### config.mk
export PLATFORM = sky130hd
export DESIGN_NAME = fetch_controller
export DESIGN_NICKNAME = d
export VERILOG_FILES = /design/src/rtl/fetch_controller.sv
export SDC_FILE = /design/constraint.sdc
export NUM_CORES = 1
export LEC_CHECK = 0
export ABC_AREA = 1
export CORE_UTILIZATION = 56
export DETAILED_ROUTE_END_ITERATION = 10
export PLACE_DENSITY = 0.94
export SYNTH_ARGS = -nofsm -noshare
export SYNTH_HDL_FRONTEND = slang
export SYNTH_SLANG_ARGS = --single-unit
### constraint.sdc
create_clock -name clk -period 5.85 [get_ports clk]
set_input_delay 1.17 -clock clk [delete_from_list [all_inputs] [get_ports clk]]
set_output_delay 1.17 -clock clk [all_outputs]
set_load 0.02 [all_outputs]
### src/rtl/fetch_controller.sv
`default_nettype none
// ============================================================================
// Module   : fetch_controller
// Purpose  : Instruction-fetch sequencer. Owns the PC, drives the synchronous
//            ROM address, tracks the one-cycle read latency and delivers
//            {pc, instr} to decode through a valid/ready handshake backed by
//            a 2-entry skid FIFO. Handles branch redirect, halt and
//            out-of-range fetch detection.
// Revision : 1.0 - initial release
// ============================================================================
module fetch_controller #(
  parameter int                 ADDR_W    = 16,
  parameter int                 INSTR_W   = 16,
  parameter logic [ADDR_W-1:0]  RESET_PC  = '0,
  parameter int                 MEM_WORDS = 256
) (
  input  logic               clk,
  input  logic               reset,
  output logic [ADDR_W-1:0]  imem_addr,
  input  logic [INSTR_W-1:0] imem_data,
  input  logic               branch_valid,
  input  logic [ADDR_W-1:0]  branch_target,
  input  logic               halt,
  output logic               if_valid,
  input  logic               if_ready,
  output logic [INSTR_W-1:0] if_instr,
  output logic [ADDR_W-1:0]  if_pc,
  output logic               fault
);

  typedef enum logic [1:0] {
    ST_RUN    = 2'd0,
    ST_HALTED = 2'd1,
    ST_FAULT  = 2'd2
  } state_t;

  // One extra bit so MEM_WORDS == 2**ADDR_W is still representable.
  localparam logic [ADDR_W:0] MEM_LIMIT = (ADDR_W+1)'(MEM_WORDS);

  state_t              state_q, state_d;
  logic [ADDR_W-1:0]   fetch_pc_q, fetch_pc_d;
  logic                inflight_q, inflight_d;
  logic [ADDR_W-1:0]   inflight_pc_q, inflight_pc_d;
  logic [ADDR_W-1:0]   fifo_pc_q [2];
  logic [ADDR_W-1:0]   fifo_pc_d [2];
  logic [INSTR_W-1:0]  fifo_instr_q [2];
  logic [INSTR_W-1:0]  fifo_instr_d [2];
  logic                rd_ptr_q, rd_ptr_d;
  logic                wr_ptr_q, wr_ptr_d;
  logic [1:0]          count_q, count_d;
  logic                fault_q, fault_d;

  logic                pop;
  logic                pop_fifo;
  logic                push;
  logic                redirect;
  logic [2:0]          occupancy;
  logic                want_issue;
  logic                pc_oob;
  logic                do_issue;

  assign imem_addr = fetch_pc_q;
  assign fault     = fault_q;

  // Output select: FIFO head when buffered, otherwise bypass the returning ROM word.
  always_comb begin
    if_valid = 1'b0;
    if_instr = '0;
    if_pc    = '0;
    if (count_q != 2'd0) begin
      if_valid = 1'b1;
      if_instr = fifo_instr_q[rd_ptr_q];
      if_pc    = fifo_pc_q[rd_ptr_q];
    end else if (inflight_q) begin
      if_valid = 1'b1;
      if_instr = imem_data;
      if_pc    = inflight_pc_q;
    end
  end

  // Next-state: issue decision, FIFO push/pop, redirect flush and FSM.
  always_comb begin
    pop        = if_valid && if_ready;
    pop_fifo   = pop && (count_q != 2'd0);
    redirect   = branch_valid && (state_q != ST_FAULT);
    // Slots that will be occupied after this edge if nothing new is issued.
    occupancy  = {1'b0, count_q} + {2'b00, inflight_q} - {2'b00, pop};
    want_issue = (state_q == ST_RUN) && !halt && !redirect && (occupancy < 3'd2);
    pc_oob     = ({1'b0, fetch_pc_q} >= MEM_LIMIT);
    do_issue   = want_issue && !pc_oob;
    // A bypassed word that decode takes this cycle never needs a FIFO slot.
    push       = inflight_q && !redirect && !((count_q == 2'd0) && pop);

    state_d       = state_q;
    fetch_pc_d    = fetch_pc_q;
    inflight_d    = 1'b0;
    inflight_pc_d = inflight_pc_q;
    fifo_pc_d     = fifo_pc_q;
    fifo_instr_d  = fifo_instr_q;
    rd_ptr_d      = rd_ptr_q;
    wr_ptr_d      = wr_ptr_q;
    fault_d       = fault_q;

    if (do_issue) begin
      inflight_d    = 1'b1;
      inflight_pc_d = fetch_pc_q;
      fetch_pc_d    = fetch_pc_q + 1'b1;
    end

    if (push) begin
      fifo_pc_d[wr_ptr_q]    = inflight_pc_q;
      fifo_instr_d[wr_ptr_q] = imem_data;
      wr_ptr_d               = ~wr_ptr_q;
    end
    if (pop_fifo) begin
      rd_ptr_d = ~rd_ptr_q;
    end
    count_d = count_q + {1'b0, push} - {1'b0, pop_fifo};

    case (state_q)
      ST_RUN: begin
        if (want_issue && pc_oob) begin
          state_d = ST_FAULT;
          fault_d = 1'b1;
        end else if (halt && !branch_valid) begin
          state_d = ST_HALTED;
        end
      end
      ST_HALTED: begin
        if (!halt || branch_valid) begin
          state_d = ST_RUN;
        end
      end
      ST_FAULT: begin
        fault_d = 1'b1;
      end
      default: begin
        state_d = ST_FAULT;
        fault_d = 1'b1;
      end
    endcase

    // Redirect wins over everything: drop buffered and in-flight wrong-path words.
    if (redirect) begin
      count_d    = 2'd0;
      rd_ptr_d   = 1'b0;
      wr_ptr_d   = 1'b0;
      inflight_d = 1'b0;
      fetch_pc_d = branch_target;
    end
  end

  // State registers with synchronous reset.
  always_ff @(posedge clk) begin
    if (reset) begin
      state_q       <= ST_RUN;
      fetch_pc_q    <= RESET_PC;
      inflight_q    <= 1'b0;
      inflight_pc_q <= '0;
      fifo_pc_q     <= '{default: '0};
      fifo_instr_q  <= '{default: '0};
      rd_ptr_q      <= 1'b0;
      wr_ptr_q      <= 1'b0;
      count_q       <= 2'd0;
      fault_q       <= 1'b0;
    end else begin
      state_q       <= state_d;
      fetch_pc_q    <= fetch_pc_d;
      inflight_q    <= inflight_d;
      inflight_pc_q <= inflight_pc_d;
      fifo_pc_q     <= fifo_pc_d;
      fifo_instr_q  <= fifo_instr_d;
      rd_ptr_q      <= rd_ptr_d;
      wr_ptr_q      <= wr_ptr_d;
      count_q       <= count_d;
      fault_q       <= fault_d;
    end
  end

endmodule
`default_nettype wire

==> impl_metrics.json <==
{
  "port_buffers": 86,
  "seq_area_um2": 2080,
  "chipHeight_um": 93.9,
  "p_per_area_nw_per_um2": 238,
  "cts_hold_buffers": 0,
  "finalSetupTns_ns": 0,
  "cts_num_sinks": 104,
  "maxCapViolations": 0,
  "globalplace.congestion": 0.852,
  "synthCells": 681,
  "hold_path_class": "reg2reg",
  "viasPerCell": 5.60,
  "async_flop_share_pct": 0,
  "outcome": "finished clean",
  "drtIter0Drc": 332,
  "final_count_of_negative_setup_slack_endpoints": 0,
  "synthAdderAreaFrac_pct": 1.75,
  "timing.hold.worst_path_depth": 2,
  "synth.mux.area_fraction_pct": 0,
  "drt-wirelength-per-cell_um": 14.2,
  "chipWidth_um": 93.9,
  "yosys.cell_types.count": 28,
  "initial_utilization_pct": 57.8,
  "setup_ws_ns": 1.86,
  "cp.required_ns": 6.11,
  "areaGrowthSynthToFinish_pct": 21.7,
  "timing.final.crit_share_pct": 68.1,
  "post_cts.resized_instances": 0,
  "number_of_warning_messages_in_the_yosys_log": 0,
  "netlist_area_um2": 4730,
  "timing.clock.skew_ns": 0.00667,
  "post_layout_nonfiller_instances": 846,
  "worst_ir_drop_on_vdd_v": 0.000148,
  "remaining_drc_errors": 0,
  "multi_input_gate_area_in_the_final_layout_um2": 2330,
  "place.detailed.instances": 830,
  "final-max-slew-violation-count": 0,
  "grt.overflow.total": 0,
  "num_rows": 33,
  "combinational_family_with_the_most_area_after_synthesis": "simple AND/OR/NAND/NOR gates",
  "grt_max_degree": 75,
  "synth_edf_count": 0,
  "timing.reg2reg.worst_path_depth": 13,
  "cts.root.buffer_cell": "sky130_fd_sc_hd__clkbuf_8",
  "hold_slack_ns": 0.481,
  "synthSimpleGateAreaFrac_pct": 27.0,
  "finalWirelength_um": 12000,
  "share_of_final_layout_standard_cells_stronger_than_drive_strength_1_pct": 4.05,
  "worstSetupPathType": "in2reg",
  "total_power_mw": 1.37,
  "preCtsSetupSlack_ns": 1.53,
  "antenna_cells": 0,
  "critical_path.max_fanout": 33,
  "clkTransAtPathRegs_ns": 0.10,
  "synth-xor-area-share_pct": 0.741,
  "post_synthesis_net_count": 724,
  "num-nets-final": 779,
  "synth_compound_gate_area_share_pct": 19.8,
  "detailroute.via_count": 4736,
  "max-clock-path-buffers": 2,
  "worst_max_slew_margin_expressed_relative_to_the_limit_pct": 23.5,
  "synth_ff_type": "sky130_fd_sc_hd__dfxtp_1",
  "critical_path.startpoint_type": "input pin",
  "numCtsBuffers": 9,
  "endpoint_arrival_time_on_the_critical_path_ns": 4.24,
  "cts.htree.levels": 3,
  "final_period_minus_worst_setup_slack_ns": 3.99,
  "post_cts_repair_setup_buffers": 0,
  "grt_antenna_before_repair": 0,
  "ys_ff_latch": 104,
  "max_freq_ghz": 0.251,
  "tightest_slew_ns": 1.15,
  "leakage_nw": 2.16,
  "detailedPlacementHpwl_um": 7460,
  "endpoint_kind": "register",
  "final_antenna_violating_net_count": 0,
  "drt_pass1_iterations": 5,
  "worstSkewPairLatency_ns": 0.36,
  "fp.dieArea_um2": 8810,
  "grt_first_pass_wirelength_um": 20100,
  "synth_seq_area_share_pct": 44.1,
  "grt_usage_pct": 28.5,
  "unrepaired_setup_endpoints_after_global_routing": "no",
  "first_global_vias": 4475,
  "final_hold_vios": 0,
  "synth_area_per_cell_um2": 6.94,
  "io_pins": 87,
  "filler_cell_count": 658,
  "core_area_um2": 8180,
  "tritoncts": "built"
}
through the flow:
step | instance area [um^2] | utilization [%]
after floorplan | 4730 | -
after CTS | 5750 | 70.3
after global routing | 5750 | 70.3
after detailed placement | 5540 | 67.8
after global placement | 5540 | 67.8
final | 5750 | 70.3
synthesized netlist by cell type (5+ instances only):
cell | number | share of area (%)
sky130_fd_sc_hd__nor2_1 | 182 | 14
sky130_fd_sc_hd__nand2_1 | 117 | 9.3
sky130_fd_sc_hd__dfxtp_1 | 104 | 44
sky130_fd_sc_hd__o21ai_0 | 67 | 7.1
sky130_fd_sc_hd__a21oi_1 | 48 | 5.1
sky130_fd_sc_hd__a22oi_1 | 32 | 5.1
sky130_fd_sc_hd__clkbuf_1 | 25 | 2.0
sky130_fd_sc_hd__inv_1 | 25 | 2.0
sky130_fd_sc_hd__nand3_1 | 16 | 1.7
sky130_fd_sc_hd__o21ai_1 | 16 | 1.7
sky130_fd_sc_hd__buf_2 | 10 | 1.1
sky130_fd_sc_hd__buf_4 | 6 | 0.95
sky130_fd_sc_hd__ha_1 | 5 | 1.3
where the power goes:
part | total, mW | switching [mW] | internal [mW]
logic | 0.162 | 0.0902 | 0.0721
registers | 0.743 | 0.0183 | 0.724
clock network | 0.462 | 0.248 | 0.214
per-layer routing:
metal / global-route usage, % / vias to the layer above / part of all wire [%]
met1: 36.2 / 2185 / 43
met4: 9.10 / 0 / 1.2
met3: 3.96 / 16 / 7.3
met2: 49.8 / 214 / 48
li1: - / 2321 / -
met5: 0 / - / 0
registers in the layout, summed over array words and instances (netlist names):
register and flops:
imem_addr 16, fifo_instr_q 32, fault 1, inflight_pc_q 16
rd_ptr_q 1, wr_ptr_q 1, inflight_q 1, fifo_pc_q 32
state_q 2, count_q 2
cell usage in the layout (no fill, tap or decap), types with 3 or more instances in the layout:
cell type	instances
sky130_fd_sc_hd__xor2_1	3
sky130_fd_sc_hd__clkdlybuf4s50_1	86
sky130_fd_sc_hd__nand3_1	16
sky130_fd_sc_hd__o21bai_1	3
sky130_fd_sc_hd__ha_1	5
sky130_fd_sc_hd__a21oi_1	48
sky130_fd_sc_hd__inv_1	24
sky130_fd_sc_hd__a22oi_1	32
sky130_fd_sc_hd__clkbuf_8	10
sky130_fd_sc_hd__buf_4	4
sky130_fd_sc_hd__o21ai_1	16
sky130_fd_sc_hd__nand2_1	117
sky130_fd_sc_hd__nor2_1	182
sky130_fd_sc_hd__dfxtp_1	104
sky130_fd_sc_hd__o21ai_0	67
cell type report:
class / instances / share of cell area, %
Multi-Input combinational cell: 503 / 40.6
Sequential cell: 104 / 36.2
Timing Repair Buffer: 90 / 15.5
Clock buffer: 11 / 2.46
Tap cell: 105 / 2.29
Inverter: 28 / 1.83
Clock inverter: 5 / 1.11
logic make-up (layout without fill, tap and decap cells):
family,count (synthesis),after routing
flops,104,104
buf+inv,74,134
compound gates,167,167
simple gates,326,326
fa+ha+maj,6,6
xor+xnor,4,4
critical path, cell delays in order:
cell                              delay (ns)
sky130_fd_sc_hd__clkdlybuf4s50_1        0.55
sky130_fd_sc_hd__inv_1                  0.10
sky130_fd_sc_hd__a21oi_1                0.13
sky130_fd_sc_hd__ha_1                   0.24
sky130_fd_sc_hd__or2_2                  0.30
sky130_fd_sc_hd__fa_1                   0.39
sky130_fd_sc_hd__inv_1                  0.07
sky130_fd_sc_hd__nand2_1                0.04
sky130_fd_sc_hd__nand3_1                0.10
sky130_fd_sc_hd__nor2_2                 0.06
sky130_fd_sc_hd__nand2_2                0.41
sky130_fd_sc_hd__clkinv_1               0.38
sky130_fd_sc_hd__nor2_1                 0.21
sky130_fd_sc_hd__nor2_1                 0.07
final timing paths:
path                                         to                           from  slack [ns]
setup / recovery  inflight_pc_q[6]$_SDFFE_PP0P_                       if_ready        1.86
setup reg to reg  inflight_pc_q[6]$_SDFFE_PP0P_          count_q[1]$_SDFF_PP0_        2.39
hold / removal    inflight_pc_q[8]$_SDFFE_PP0P_  inflight_pc_q[8]$_SDFFE_PP0P_        0.48
hold reg to reg   inflight_pc_q[8]$_SDFFE_PP0P_  inflight_pc_q[8]$_SDFFE_PP0P_        0.48
Note: power is estimated with default switching activity, not from simulation.
